**src/rtl/drawbridge_pkg.sv**
```systemverilog
// Shared definitions for the drawbridge controller: state encodings and
// motor direction constants used by the top level and the bench.
package drawbridge_pkg;

  typedef enum logic [2:0] {
    FLAT     = 3'd0,
    CLEARING = 3'd1,
    LIFTING  = 3'd2,
    UPRIGHT  = 3'd3,
    LOWERING = 3'd4,
    FAULT    = 3'd5
  } state_t;

  localparam logic MDIR_UP = 1'b1;
  localparam logic MDIR_DN = 1'b0;

endpackage

```
**src/rtl/car_counter_sat.sv**
```systemverilog
// Saturating car counter: adds per-lane entries, subtracts per-lane exits,
// clamps to the counter range and flags any clamp for that cycle.
module car_counter_sat #(
  parameter int LANES = 2,
  parameter int CNT_W = 4
) (
  input  logic             clk,
  input  logic             rst_n,
  input  logic [LANES-1:0] cain,
  input  logic [LANES-1:0] cao,
  output logic [CNT_W-1:0] count,
  output logic             clamp
);

  // Wide enough for count + all entries, plus a sign bit for underflow.
  localparam int SW = CNT_W + $clog2(LANES) + 1;
  localparam logic signed [SW-1:0] MAX = SW'((2 ** CNT_W) - 1);

  logic [SW-1:0]        n_in;
  logic [SW-1:0]        n_out;
  logic signed [SW-1:0] sum;
  logic [CNT_W-1:0]     count_next;

  // Popcount both sensor vectors and form the clamped next count.
  always_comb begin
    n_in  = '0;
    n_out = '0;
    for (int i = 0; i < LANES; i++) begin
      n_in  = n_in + SW'(cain[i]);
      n_out = n_out + SW'(cao[i]);
    end
    sum        = signed'(SW'(count) + n_in - n_out);
    clamp      = 1'b0;
    count_next = sum[CNT_W-1:0];
    if (sum[SW-1]) begin
      clamp      = 1'b1;
      count_next = '0;
    end else if (sum > MAX) begin
      clamp      = 1'b1;
      count_next = MAX[CNT_W-1:0];
    end
  end

  // Count register; active in every controller state.
  always_ff @(posedge clk) begin
    if (!rst_n) count <= '0;
    else        count <= count_next;
  end

endmodule

```
**src/rtl/drawbridge_ctrl_param.sv**
```systemverilog
// Drawbridge controller: holds traffic, waits for an empty deck, drives the
// lift motor up/down, and latches FAULT if motion takes too long.
module drawbridge_ctrl_param
  import drawbridge_pkg::*;
#(
  parameter int LANES        = 2,
  parameter int CNT_W        = 4,
  parameter int CLEAR_DELAY  = 4,
  parameter int MOVE_TIMEOUT = 16
) (
  input  logic             Clk,
  input  logic             Reset,
  input  logic [LANES-1:0] CAIN,
  input  logic [LANES-1:0] CAO,
  input  logic             MD,
  input  logic             PB,
  input  logic             BS,
  input  logic             H,
  input  logic             L,
  output logic             MT,
  output logic             MDIR,
  output logic             AL,
  output logic             TFL,
  output logic [CNT_W-1:0] CarCount,
  output logic [2:0]       State
);

  localparam int CW = $clog2(CLEAR_DELAY + 1);
  localparam int MW = $clog2(MOVE_TIMEOUT + 1);
  localparam logic [CW-1:0] CLR_TGT = CW'(CLEAR_DELAY);
  localparam logic [MW-1:0] MV_TGT  = MW'(MOVE_TIMEOUT);

  state_t         state_reg, state_next;
  logic [CW-1:0]  clr_reg, clr_next;
  logic [MW-1:0]  mv_reg, mv_next;
  logic           pb_q;
  logic           pb_edge, req_up, req_dn;
  logic           lower_alarm, al_next;
  logic           clamp;

  car_counter_sat #(
    .LANES (LANES),
    .CNT_W (CNT_W)
  ) u_counter (
    .clk   (Clk),
    .rst_n (Reset),
    .cain  (CAIN),
    .cao   (CAO),
    .count (CarCount),
    .clamp (clamp)
  );

  // Next-state, timer and alarm decisions from the current state and sensors.
  always_comb begin
    state_next  = state_reg;
    clr_next    = '0;
    mv_next     = '0;
    lower_alarm = 1'b0;
    pb_edge     = PB & ~pb_q;
    req_up      = MD ? pb_edge : BS;
    req_dn      = MD ? pb_edge : ~BS;
    case (state_reg)
      FLAT: begin
        if (req_up) state_next = CLEARING;
      end
      CLEARING: begin
        if (CarCount == '0)
          clr_next = (clr_reg == CLR_TGT) ? clr_reg : clr_reg + CW'(1);
        // Boat leaving in auto mode wins over a completed clear delay.
        if (!MD && !BS)
          state_next = FLAT;
        else if (CarCount == '0 && clr_next == CLR_TGT)
          state_next = LIFTING;
      end
      LIFTING: begin
        mv_next = (mv_reg == MV_TGT) ? mv_reg : mv_reg + MW'(1);
        if (H)                      state_next = UPRIGHT;
        else if (mv_next == MV_TGT) state_next = FAULT;
      end
      UPRIGHT: begin
        if (req_dn) state_next = LOWERING;
      end
      LOWERING: begin
        mv_next = (mv_reg == MV_TGT) ? mv_reg : mv_reg + MW'(1);
        // Deck-high while going down means a broken sensor; flag it only.
        lower_alarm = H;
        if (L)                      state_next = FLAT;
        else if (mv_next == MV_TGT) state_next = FAULT;
      end
      FAULT: begin
        state_next = FAULT;
      end
      default: begin
        state_next = FAULT;
      end
    endcase
    al_next = clamp | (H & L) | lower_alarm | (state_next == FAULT);
  end

  // State, timers and all outputs registered together from the next state.
  always_ff @(posedge Clk) begin
    if (!Reset) begin
      state_reg <= FLAT;
      clr_reg   <= '0;
      mv_reg    <= '0;
      pb_q      <= 1'b0;
      MT        <= 1'b0;
      MDIR      <= MDIR_DN;
      AL        <= 1'b0;
      TFL       <= 1'b0;
    end else begin
      state_reg <= state_next;
      clr_reg   <= clr_next;
      mv_reg    <= mv_next;
      pb_q      <= PB;
      MT        <= (state_next == LIFTING) || (state_next == LOWERING);
      MDIR      <= (state_next == LIFTING) ? MDIR_UP : MDIR_DN;
      AL        <= al_next;
      TFL       <= (state_next != FLAT);
    end
  end

  assign State = state_reg;

endmodule

```
**config.mk**
```make
export PLATFORM = sky130hd
export DESIGN_NAME = drawbridge_ctrl_param
export DESIGN_NICKNAME = d
export VERILOG_FILES = /design/src/rtl/drawbridge_pkg.sv /design/src/rtl/car_counter_sat.sv /design/src/rtl/drawbridge_ctrl_param.sv
export SDC_FILE = /design/constraint.sdc
export NUM_CORES = 1
export LEC_CHECK = 0
export ABC_AREA = 1
export CORE_UTILIZATION = 46
export DETAILED_ROUTE_END_ITERATION = 12
export PLACE_DENSITY = 0.74
export SYNTH_ARGS = -nofsm -noshare
export SYNTH_HDL_FRONTEND = slang
export SYNTH_SLANG_ARGS = --single-unit
```
**constraint.sdc**
```tcl
create_clock -name Clk -period 2.49 [get_ports Clk]
set_clock_uncertainty 0.2 [all_clocks]
set_input_delay 0.498 -clock Clk [delete_from_list [all_inputs] [get_ports Clk]]
set_output_delay 0.498 -clock Clk [all_outputs]
set_load 0.02 [all_outputs]
```
Yosys cells after proc, flatten, opt, wreduce, memory -nomap -nowiden

Cells that the tools add are included.

Logic and storage cells: 66
Output and inout port bits: 11
Bits in registers: 20

Equality and inequality tests: 11
Order comparisons: 1
Mux-type cells: 19
Add/subtract/negate cells: 6
Reductions and logical operators: 12
Bitwise gates (word level): 8

Operators by type and width:

| kind                | number |
|---|---|
| $mux 3              | 10 |
| $eq 3x3->1 const B  | 5 |
| $pmux 3 s5          | 1 |
| $eq 5x5->1 const B  | 2 |
| $eq 3x2->1 const B  | 3 |
| $add 4x6->6         | 1 |
| $gt 6x5->1 const B  | 1 |
| $mux 1              | 6 |
| $sub 6x6->6         | 1 |
| $add 5x1->5 const B | 1 |
| $mux 5              | 1 |
| $add 1x1->2         | 2 |
| $logic_not 4->1     | 1 |
| $mux 4              | 1 |
| $reduce_and 2->1    | 2 |
| $reduce_or 2->1     | 2 |
| $add 3x1->3 const B | 1 |
| $eq 3x1->1 const B  | 1 |
| $logic_not 3->1     | 1 |
| $not 1->1           | 3 |
| $or 1x1->1          | 3 |
| $reduce_bool 3->1   | 1 |
| $and 1x1->1         | 2 |
| $logic_and 1x1->1   | 2 |
| 2 further kinds     | 3 |

Longest topological paths before layout

Depth in word-level cells: 11
Gate-level depth with buffers: 15

By module

Synthesis repeated with hierarchy kept, for this count alone.

Cells, all modules: 189
Area total of the unflattened synthesis: 1,316.3 sq um

By module, submodules not included:

| module                | area each (sq um) | instances | cells each |
|---|---|---|---|
| drawbridge_ctrl_param | 932.1             | 1         | 139 |
| car_counter_sat       | 384.1             | 1         | 50 |

Least setup slack after synthesis

Ideal clock, no wire load.

Path type: in2reg
From: in CAIN[0]
To: reg u_counter.count[3]
Stages: 10
Required time: 2.214 ns
Buffers on the path: 0
Arrival: 2.357 ns
Setup slack: -0.143 ns
Cells stage by stage: ha_1 fa_1 inv_1 fa_1 inv_1 a21oi_1 o21bai_1 xor2_1 inv_1 a21boi_0

Longest elaborated chain between the ends: 5

Ends and longest elaborated chain:

| what                 | RTL line                    | RTL |
|---|---|---|
| from (decl)          | drawbridge_ctrl_param.sv:13 | `input logic [LANES-1:0] CAIN,` |
| $add 1x1->2 (*)      | car_counter_sat.sv:29       | `n_in = n_in + SW'(cain[i]);` |
| $add 4x6->6 (*)      | car_counter_sat.sv:32       | `sum = signed'(SW'(count) + n_in - n_out);` |
| $sub 6x6->6 (*)      | car_counter_sat.sv:32       |  |
| $gt 6x5->1           | car_counter_sat.sv:38       | `end else if (sum > MAX) begin` |
| $mux 4               | car_counter_sat.sv:38       |  |
| to (signal assigned) | car_counter_sat.sv:47       | `else count <= count_next;` |
| to (decl)            | car_counter_sat.sv:11       | `output logic [CNT_W-1:0] count,` |

Every way passes the cells marked *; elsewhere a longest branch is shown, timed or not.
A chain may end at the register's enable or synchronous reset.

Worst setup path after layout

From: in CAO[1]
To: reg AL

Longest elaborated chain between the ends: 8

Ends and longest elaborated chain:

| what                         | RTL line                     | RTL |
|---|---|---|
| from (decl)                  | drawbridge_ctrl_param.sv:14  | `input logic [LANES-1:0] CAO,` |
| $add 1x1->2 (*)              | car_counter_sat.sv:30        | `n_out = n_out + SW'(cao[i]);` |
| $sub 6x6->6 (*)              | car_counter_sat.sv:32        |  |
| $gt 6x5->1                   | car_counter_sat.sv:38        |  |
| $mux 1                       | car_counter_sat.sv:38        |  |
| $mux 1 (*)                   | car_counter_sat.sv:35        | `if (sum[SW-1]) begin` |
| $or 1x1->1 (*) (3 in series) | drawbridge_ctrl_param.sv:97  | `al_next = clamp \| (H & L) \| lower_alarm \| (state_next == FAULT);` |
| to (signal assigned)         | drawbridge_ctrl_param.sv:118 | `AL <= al_next;` |
| to (decl)                    | drawbridge_ctrl_param.sv:22  | `output logic AL,` |

Marks and branches as above.

==> flow_metrics.tcl <==
set metrics [dict create \
    antenna_found_initial 0 \
    area_delta_synth_final_pct 32.2 \
    setup.worst_path.start "CAO[1]" \
    synth_top_family_by_area "simple AND/OR/NAND/NOR gates" \
    io_pins 22 \
    hpwl_mm 2.03 \
    drive_gt1_share_pct 16.2 \
    clkSlewWorstSetupHoldPaths_ns 0.13 \
    cp_data_required_time_ns 2.53 \
    synth_area_um2 1230 \
    largest_register_ffs 5 \
    reg2reg_to "AL" \
    slew_headroom_pct 65.7 \
    die_h_um 53.7 \
    maxSlewViolCount 0 \
    clk_latency_ns 0.31 \
    setup_slack_ns 0.0633 \
    cp_top_family "adder cells" \
    place_inst 228 \
    endpoint "AL" \
    crit_cells 13 \
    most-common-layout-cells "inv_1, nand2_1, nor2_1, dfxtp_1, clkdlybuf4s50_1" \
    endpoint_kind "flip-flop" \
    r2r_setup_slack_ns 0.12 \
    cap_violations 0 \
    start_kind "primary input" \
    cp_common_cell "ha_4" \
    netlist_instances 174 \
    yosysTopAreaCellShare_pct 32.6 \
    period_share_pct 97.5 \
    grt_max_degree 13 \
    avgViaCountPerCell 4.85 \
    cts_sinks 20 \
    whs_ns 0.338 \
    drc 0 \
    overflow 0 \
    post-place-ws_ns -0.679 \
    fmax_ghz 0.412 \
    path_buf_inv 4 \
    slowest_stage "fa_2" \
    synth.avg_cell_area_um2 7.07 \
    grt_pass1_wl_mm 4.37 \
    cts_tree "built" \
    cts_buffer_depth 2 \
    core_region_area_um2 2500 \
    vias 1136 \
    synth.area.top_cells "dfxtp_1, ha_1, inv_1" \
    hold_viol_final 0 \
    r2r_start "u_counter.count[1]" \
    die-width_um 53.7 \
    ys_types 23 \
    worstSetupPathType "in -> reg" \
    setup_violations 0 \
    grt_pass1_vias 1063 \
    wirelength_mm 2.55 \
    drt_iter0_drc 24 \
    min_period_ns 2.43 \
    r2r_cells 9 \
    dieArea_um2 2880 \
    setup_tns_ns 0 \
    holdCritPathClass "reg -> reg" \
    synth-seq-cells 20 \
    syn-num-nets 199 \
    cp_slowest_stage_delay_ns 0.39 \
    finalNonFillerCells 234 \
    p_per_area_nw_per_um2 822 \
    worstMarginPinSlew_ns 0.508 \
    arrival_ns 2.47 \
    port_buffers 21 \
    run_status "finished, final reports clean" \
    nets 230 \
    htreeDepth 1 \
    ys_seq_area_share_pct 32.6 \
    synthMuxAreaShare_pct 0 \
    globalplace.congestion 0.897 \
    final_common_cell "inv_1" \
    yosysWarnings 0 \
    grt_setup_unrepaired "yes" \
    root_buffer "clkbuf_4" \
    firstDrtPassIters 4 \
    cts_buffers 3 \
    grt_use_total_pct 21.2 \
    synthAdderAreaFrac_pct 15.5 \
    num_rows 18 \
    synth_top_area_cell "dfxtp_1" \
    synth-xor-area-share_pct 4.17 \
    cp_max_fo 4 \
    synthSimpleGateAreaFrac_pct 26.7 \
    wire_per_inst_um 10.9 \
    synth_compound_area_share_pct 8.65 \
    cp_cell_sequence "buf_2, ha_4, ha_4, inv_4, ha_4, inv_2, fa_2, inv_2, a21oi_2, o21bai_1, xor2_1, nor3_1, o22ai_1" \
    ant_nets 0 \
    start_util_pct 49.2 \
    p_leak_nw 0.784 \
    ir_drop_mv 0.732 \
    diodes 0 \
]
## final cells by class
class / count / area, µm²
clock buffers: 3 / 22.5
clock inverters: 1 / 30.0
fillers: 216 / 873
inverters: 41 / 156
multi-input cells: 113 / 732
flip-flops and latches: 20 / 402
well taps: 30 / 37.5
repair buffers: 26 / 246
## synth_stat cells (all sizes together)
cell / instances
a21boi: 1
a21oi: 7
a31oi: 1
clkinv: 2
dfxtp: 20
fa: 2
ha: 12
inv: 39
nand2: 33
nand3: 13
nand4: 2
nor2: 25
nor3: 3
o21ai: 6
o21bai: 1
o22ai: 2
xnor2: 1
xor2: 4
## metrics by stage
stage / power, mW / util, % / area, µm²
after floorplan: 0.795 / - / 1280
after global placement: 1.00 / 62.1 / 1550
after detailed placement: 1.02 / 62.1 / 1550
after CTS: 1.31 / 64.0 / 1600
after global routing: 1.44 / 65.1 / 1630
final: 1.34 / 65.1 / 1630
## power breakdown
| group | internal [mW] | switching, mW |
|---|---|---|
| registers | 0.365 | 0.0285 |
| logic | 0.326 | 0.343 |
| clock network | 0.163 | 0.110 |
| total | 0.855 | 0.482 |
## worst reg2reg max path: stages (launching register included)
cell and delay, ns:
dfxtp_2 0.36, fa_1 0.57, inv_2 0.04, fa_2 0.35, inv_2 0.07, a21oi_2 0.05
o21bai_1 0.17, xor2_1 0.27, nor3_1 0.08, o22ai_1 0.16
## layer usage
metal	vias up	global-route usage [%]	routed length, µm
met5	-	0	0
met1	510	24.8	1090
met4	0	7.02	22
met2	31	37.9	1290
li1	593	-	-
met3	2	4.24	146
## timing repair
item,in CTS,in global routing
gates resized for setup,19,6
setup endpoints to repair,5,5
hold buffers,0,0
pin swaps,6,9
setup buffers,1,1
## worst min-delay path by stage
stage	cells past startpoint	to	slack, ns	from
CTS	2	clr_reg[2]	0.34	clr_reg[2]
global placement	2	clr_reg[2]	0.31	clr_reg[2]
detailed placement	2	clr_reg[2]	0.32	clr_reg[2]
global route	2	clr_reg[2]	0.39	clr_reg[2]
finish	2	clr_reg[2]	0.34	clr_reg[2]
floorplan	2	clr_reg[2]	0.29	clr_reg[2]
## cell families (layout without fill, tap and decap cells)
logic type / count (synthesis) / in the layout
xor+xnor: 5 / 5
fa+ha+maj: 14 / 14
buf+inv: 41 / 71
simple gates: 76 / 76
compound gates: 18 / 18
flops: 20 / 20
Power figures use the tool's default switching activity.
